$ cat config.mk
export PLATFORM = sky130hd
export DESIGN_NAME = byte_reg_write_arbiter
export DESIGN_NICKNAME = d
export VERILOG_FILES = /design/src/rtl/sdc_pkg.sv /design/src/rtl/rr_arb2.sv /design/src/rtl/byte_reg_write_arbiter.sv
export SDC_FILE = /design/constraint.sdc
export NUM_CORES = 1
export LEC_CHECK = 0
export CORE_MARGIN = 2
export CORE_UTILIZATION = 42
export DETAILED_ROUTE_END_ITERATION = 8
export PLACE_DENSITY = 0.78
export SLEW_MARGIN = 20
export SYNTH_ARGS = -nofsm -noshare
export SYNTH_HDL_FRONTEND = slang
export SYNTH_SLANG_ARGS = --single-unit
$ cat constraint.sdc
create_clock -name clk -period 3.35 [get_ports clk]
set_clock_uncertainty 0.2 [all_clocks]
set_input_delay 0.335 -clock clk [delete_from_list [all_inputs] [get_ports clk]]
set_output_delay 0.335 -clock clk [all_outputs]
set_load 0.02 [all_outputs]
$ cat src/rtl/sdc_pkg.sv
// Shared types and defaults for the SD controller register-write path.
package sdc_pkg;

  localparam int NUM_BYTES_DEF = 4;
  localparam int BYTE_W_DEF    = 8;

  typedef enum logic [1:0] {
    ST_IDLE  = 2'd0,
    ST_WRITE = 2'd1,
    ST_DONE  = 2'd2
  } state_t;

  // One requester word together with its byte-enable mask.
  typedef struct packed {
    logic [NUM_BYTES_DEF*BYTE_W_DEF-1:0] data;
    logic [NUM_BYTES_DEF-1:0]            be;
  } req_t;

endpackage

$ cat src/rtl/rr_arb2.sv
// Two-way round-robin arbiter: combinational grant, pointer advanced on accept.
module rr_arb2 (
  input  logic       clk,
  input  logic       rst,
  input  logic [1:0] i_req,
  input  logic       i_accept,
  output logic [1:0] o_grant
);

  logic r_prio_one;
  logic w_pick_one;

  // Requester 1 wins when alone, or when both ask and it holds priority.
  assign w_pick_one = i_req[1] & (~i_req[0] | r_prio_one);
  assign o_grant    = {i_req[1] & w_pick_one, i_req[0] & ~w_pick_one};

  // NOTE: sequential state uses non-blocking assignments so every flop samples pre-edge values.
  always_ff @(posedge clk) begin
    if (!rst) begin
      r_prio_one <= 1'b0;
    end else if (i_accept) begin
      r_prio_one <= ~w_pick_one;
    end
  end

endmodule

$ cat src/rtl/byte_reg_write_arbiter.sv
// Arbitrates two word requesters and serialises each accepted word into
// single-byte register writes, lowest enabled byte first.
module byte_reg_write_arbiter
  import sdc_pkg::*;
#(
  parameter int NUM_BYTES = NUM_BYTES_DEF,
  parameter int BYTE_W    = BYTE_W_DEF
) (
  input  logic                          clk,
  input  logic                          rst,
  input  logic                          req0_valid,
  input  logic [NUM_BYTES*BYTE_W-1:0]   req0_data,
  input  logic [NUM_BYTES-1:0]          req0_be,
  output logic                          req0_ready,
  input  logic                          req1_valid,
  input  logic [NUM_BYTES*BYTE_W-1:0]   req1_data,
  input  logic [NUM_BYTES-1:0]          req1_be,
  output logic                          req1_ready,
  output logic                          reg_we,
  output logic [$clog2(NUM_BYTES)-1:0]  reg_byte_sel,
  output logic [BYTE_W-1:0]             reg_d_byte,
  output logic                          busy,
  output logic                          grant_id,
  output logic                          done
);

  localparam int SEL_W  = $clog2(NUM_BYTES);
  localparam int WORD_W = NUM_BYTES * BYTE_W;

  state_t                r_state;
  logic [WORD_W-1:0]     r_data;
  logic [NUM_BYTES-1:0]  r_mask;
  logic                  r_we;
  logic [SEL_W-1:0]      r_sel;
  logic [BYTE_W-1:0]     r_d;
  logic                  r_busy;
  logic                  r_grant_id;
  logic                  r_done;

  logic [1:0]            w_grant;
  logic                  w_idle;
  logic                  w_accept;
  logic [WORD_W-1:0]     w_scan_data;
  logic [NUM_BYTES-1:0]  w_scan_mask;
  logic [SEL_W-1:0]      w_low_idx;
  logic [NUM_BYTES-1:0]  w_low_bit;
  logic [BYTE_W-1:0]     w_low_byte;

  rr_arb2 u_arb (
    .clk      (clk),
    .rst      (rst),
    .i_req    ({req1_valid, req0_valid}),
    .i_accept (w_accept),
    .o_grant  (w_grant)
  );

  assign w_idle     = (r_state == ST_IDLE);
  assign req0_ready = w_idle & w_grant[0];
  assign req1_ready = w_idle & w_grant[1];
  assign w_accept   = req0_ready | req1_ready;

  // In IDLE the scan looks at the incoming winner; otherwise at what is left to write.
  assign w_scan_data = w_idle ? (w_grant[1] ? req1_data : req0_data) : r_data;
  assign w_scan_mask = w_idle ? (w_grant[1] ? req1_be   : req0_be)   : r_mask;

  // NOTE: every always_comb output gets a default first so no latch is inferred.
  always_comb begin
    w_low_idx = '0;
    w_low_bit = '0;
    for (int i = NUM_BYTES - 1; i >= 0; i--) begin
      if (w_scan_mask[i]) begin
        w_low_idx    = SEL_W'(i);
        w_low_bit    = '0;
        w_low_bit[i] = 1'b1;
      end
    end
  end

  assign w_low_byte = w_scan_data[int'(w_low_idx)*BYTE_W +: BYTE_W];

  always_ff @(posedge clk) begin
    if (!rst) begin
      r_state    <= ST_IDLE;
      r_data     <= '0;
      r_mask     <= '0;
      r_we       <= 1'b0;
      r_sel      <= '0;
      r_d        <= '0;
      r_busy     <= 1'b0;
      r_grant_id <= 1'b0;
      r_done     <= 1'b0;
    end else begin
      r_done <= 1'b0;
      case (r_state)
        ST_IDLE: begin
          if (w_accept) begin
            r_data     <= w_scan_data;
            r_grant_id <= w_grant[1];
            r_busy     <= 1'b1;
            if (|w_scan_mask) begin
              r_we    <= 1'b1;
              r_sel   <= w_low_idx;
              r_d     <= w_low_byte;
              r_mask  <= w_scan_mask & ~w_low_bit;
              r_state <= ST_WRITE;
            end else begin
              r_mask  <= '0;
              r_done  <= 1'b1;
              r_state <= ST_DONE;
            end
          end
        end
        ST_WRITE: begin
          if (|r_mask) begin
            r_sel  <= w_low_idx;
            r_d    <= w_low_byte;
            r_mask <= r_mask & ~w_low_bit;
          end else begin
            r_we    <= 1'b0;
            r_done  <= 1'b1;
            r_state <= ST_DONE;
          end
        end
        ST_DONE: begin
          r_busy  <= 1'b0;
          r_state <= ST_IDLE;
        end
        default: r_state <= ST_IDLE;
      endcase
    end
  end

  assign reg_we       = r_we;
  assign reg_byte_sel = r_sel;
  assign reg_d_byte   = r_d;
  assign busy         = r_busy;
  assign grant_id     = r_grant_id;
  assign done         = r_done;

endmodule

==> impl_summary.log <==
[metrics] status: complete, no violations
[metrics] Routed Antenna Nets: 0
[metrics] most numerous cell on the critical path: clkdlybuf4s50_1
[metrics] total net switching power: 1.66 mW
[metrics] Clock Sinks: 53
[metrics] cell taking the most area after synthesis: dfxtp_1
[metrics] overall die height: 91.5 µm
[metrics] post-layout util: 0.582
[metrics] fraction of power consumed by the clock network: 0.102
[metrics] Crit Reg-Reg Endpoint: reg_d_byte[2]$_SDFFE_PN0P_
[metrics] number of storage elements in the synthesis netlist: 53
[metrics] data arrival time of the critical path: 2.29 ns
[metrics] initial antenna violation count: 0
[metrics] core outline area: 7330 µm²
[metrics] worst hold path type: flip-flop to flip-flop
[metrics] worst hold slack across all endpoints: 0.268 ns
[metrics] origin of the worst min-delay path: r_data[3]$_SDFFE_PN0P_
[metrics] Worst-Skew Late Latency: 0.30 ns
[metrics] fmax: 354 MHz
[metrics] distinct cell type count of the synthesized netlist: 51
[metrics] share of layout cells above drive strength 1: 0.0977
[metrics] main area contributors after synthesis: dfxtp_1 (33%), nand2_1 (10%), mux2i_1 (8.7%)
[metrics] fraction of synthesized cell area taken by the top area cell type: 0.330
[metrics] residual overflow from global routing: 0
[metrics] TritonCTS clock tree: done
[metrics] internal power: 1.85 mW
[metrics] H-tree levels: 2
[metrics] Inserted Diodes: 0
[metrics] r2r startpoint: r_state[0]$_SDFFE_PN0P_
[metrics] slack of the worst reg-to-reg path: 0.85 ns
[metrics] routed wire length: 8350 µm
[metrics] worst-margin pin slew: 0.851 ns
[metrics] Fin Setup TNS: 0 ns
[metrics] share of synthesized flip-flops with an asynchronous set or reset: 0
[metrics] critical path class: input pin to output pin
[metrics] vias in the first global route: 2978
[metrics] Buffers & Inverters on Critical Path: 2
[metrics] dominant synthesized flop cell: dfxtp_1
[metrics] Switching Fraction: 0.473
[metrics] startpoint type of the worst setup path: input pin
[metrics] total of fill cells in the finished design: 622
[metrics] Yosys warning total: 0
[metrics] cell depth of the worst flop-to-flop path: 6
[metrics] Hold Buf Count CTS: 0
[metrics] Worst Hold Path EP: r_data[3]$_SDFFE_PN0P_
[metrics] slack of the critical path: 0.525 ns
[metrics] IR Drop Worst-Case VDD: 0.365 mV
[metrics] instance count along the most critical hold path: 2
[metrics] synthesized area per cell: 8.25 µm²
[metrics] total count of hold-check failures in the final report: 0
[metrics] post-CTS setup buffer count: 0
[metrics] drt first-iter violations: 141
[metrics] setup slack at placement: 0.436 ns
[metrics] Static Leakage: 1.70 nW
[metrics] critical path cell sequence: clkdlybuf4s50_1 > nand2_4 > nor2_1 > clkdlybuf4s50_1
[metrics] Final Setup Violations: 0
[metrics] die area: 8380 µm²
[metrics] total power divided by cell area: 822 nW/µm²
[metrics] part of the total power dissipated in combinational logic: 0.618
[metrics] unrepaired setup endpoints after global routing: no
[metrics] Initial Utilization: 0.439
[metrics] delay contributed by the slowest stage of the critical path: 0.75 ns
[metrics] largest net degree at the start of global routing: 42
[metrics] HPWL reported at the end of detailed placement: 6340 µm
[metrics] number of clock buffers inserted by TritonCTS: 5
[metrics] vias: 3089
[metrics] horizontal die dimension: 91.5 µm
[metrics] via density per instance: 5.42
[metrics] most common library cell in the layout ignoring fill and taps: clkdlybuf4s50_1
[metrics] number of pins with negative max-slew slack in the final report: 0
[metrics] Critical Path RT: 2.81 ns
[metrics] Site Rows: 31
[metrics] clock tree buffer depth: 2
[metrics] Final Net Count: 546
[metrics] cell class contributing the biggest share of worst-path delay: buffers and inverters
[metrics] last weighted congestion value of the routability-driven placer: 0.809
[metrics] io pins: 92
[metrics] Total Routing Usage GR: 0.195
[metrics] # DRC: 0
[metrics] maximum net fanout on the critical path: 19
[metrics] layout-stage area growth over the synthesis result: 32.6%
[metrics] post-synthesis instance total: 390
[metrics] part of the Yosys area used for sequential elements: 0.330
[metrics] most frequent cells in the layout: clkdlybuf4s50_1 (91), nand2_1 (88), dfxtp_1 (53), o21ai_0 (40), mux2i_1 (28)
[metrics] post_cts resized: 0
[metrics] minimum clock period after layout: 2.83 ns
[metrics] total power draw: 3.51 mW
[metrics] net count after synthesis: 466
[metrics] relative contribution of sequential cells to total power: 0.280
[metrics] Port Buffers: 91
[metrics] number of optimization iterations in the first detailed-route pass: 4
[metrics] Setup crit end kind: output pin
[metrics] cell area after synthesis: 3220 µm²
[metrics] slew margin rel.: 0.428
[metrics] Max-Cap Viols: 0
[metrics] final period utilization: 0.843
[metrics] wire length of the first global-routing pass: 13500 µm
[metrics] Clock Tree Root: clkbuf_8
[metrics] clock edge transition at the registers on the reported setup and hold paths: 0.09 ns
[metrics] cell with the biggest individual delay on the critical path: clkdlybuf4s50_1
[metrics] EDFF count, synth: 0
[metrics] mean routed wirelength per cell: 14.6 µm
-- metal layers --
metal	GRT usage	part of all wire	up-vias	wire [µm]
li1	-	-	1555	-
met1	0.247	0.43	1429	3620
met2	0.339	0.49	98	4110
met3	0.0382	0.066	7	554
met4	0.0467	0.0081	0	68
met5	0	0	-	0
-- metrics by stage --
| stage | cells | instance area (µm²) |
|---|---|---|
| finish | 570 | 4270 |
| global route | 570 | 4270 |
| CTS | 570 | 4270 |
| detailed placement | 562 | 4180 |
| global placement | 562 | 4180 |
| floorplan | 390 | 3220 |
-- worst min-delay path, stage by stage, from the launching register on --
cell      delay [ns]
dfxtp_1         0.32
nand2_1         0.05
a21boi_0        0.06
-- layout make-up --
cell class	count	area, µm²	share of cell area
clock buffers	7	76.3	0.0179
clock inverters	1	7.51	0.00176
inverters	1	3.75	0.000880
multi-input cells	308	2010	0.471
flip-flops and latches	53	1060	0.249
well taps	99	124	0.0290
repair buffers	101	986	0.231
-- sequential cells by signal (all words and copies together), names as in the netlist --
register,cells
r_mask,4
grant_id,1
reg_we,1
u_arb.r_prio_one,1
busy,1
reg_byte_sel,2
r_state,2
reg_d_byte,8
r_data,32
done,1
-- synth_stat cells (5+ instances only) --
library cell,number
and2_1,5
mux2i_1,28
a21boi_0,26
o21ai_1,11
nor2_1,8
o21ai_0,40
a21oi_1,21
dfxtp_1,53
nand2_1,88
buf_2,7
o211a_1,10
clkbuf_1,16
-- kinds of logic after synthesis --
| family | synth area share |
|---|---|
| simple gates | 0.179 |
| flops | 0.330 |
| buf+inv | 0.0459 |
| mux | 0.101 |
| compound gates | 0.344 |
-- worst max path at each step --
stage                                  from                    endpoint  slack, ns  depth (start not counted)
floorplan           r_state[0]$_SDFFE_PN0P_                  req0_ready       1.28                          7
finish                           req1_valid                  req1_ready       0.52                          4
global route                     req1_valid                  req1_ready       0.45                          4
CTS                              req1_valid                  req1_ready       0.53                          4
global placement                 req0_valid  reg_d_byte[6]$_SDFFE_PN0P_       0.48                          9
detailed placement               req0_valid  reg_d_byte[4]$_SDFFE_PN0P_       0.44                          9
-- power groups by stage --
stage                     clock network [mW]  registers, mW  logic [mW]
after floorplan                            0           1.02        1.52
after global placement                     0          0.986        2.11
after detailed placement                   0          0.995        2.15
after CTS                              0.360          0.982        2.16
after global routing                   0.385           1.01        2.39
final                                  0.358          0.984        2.17
No activity file was read; power rests on OpenSTA's default activity.
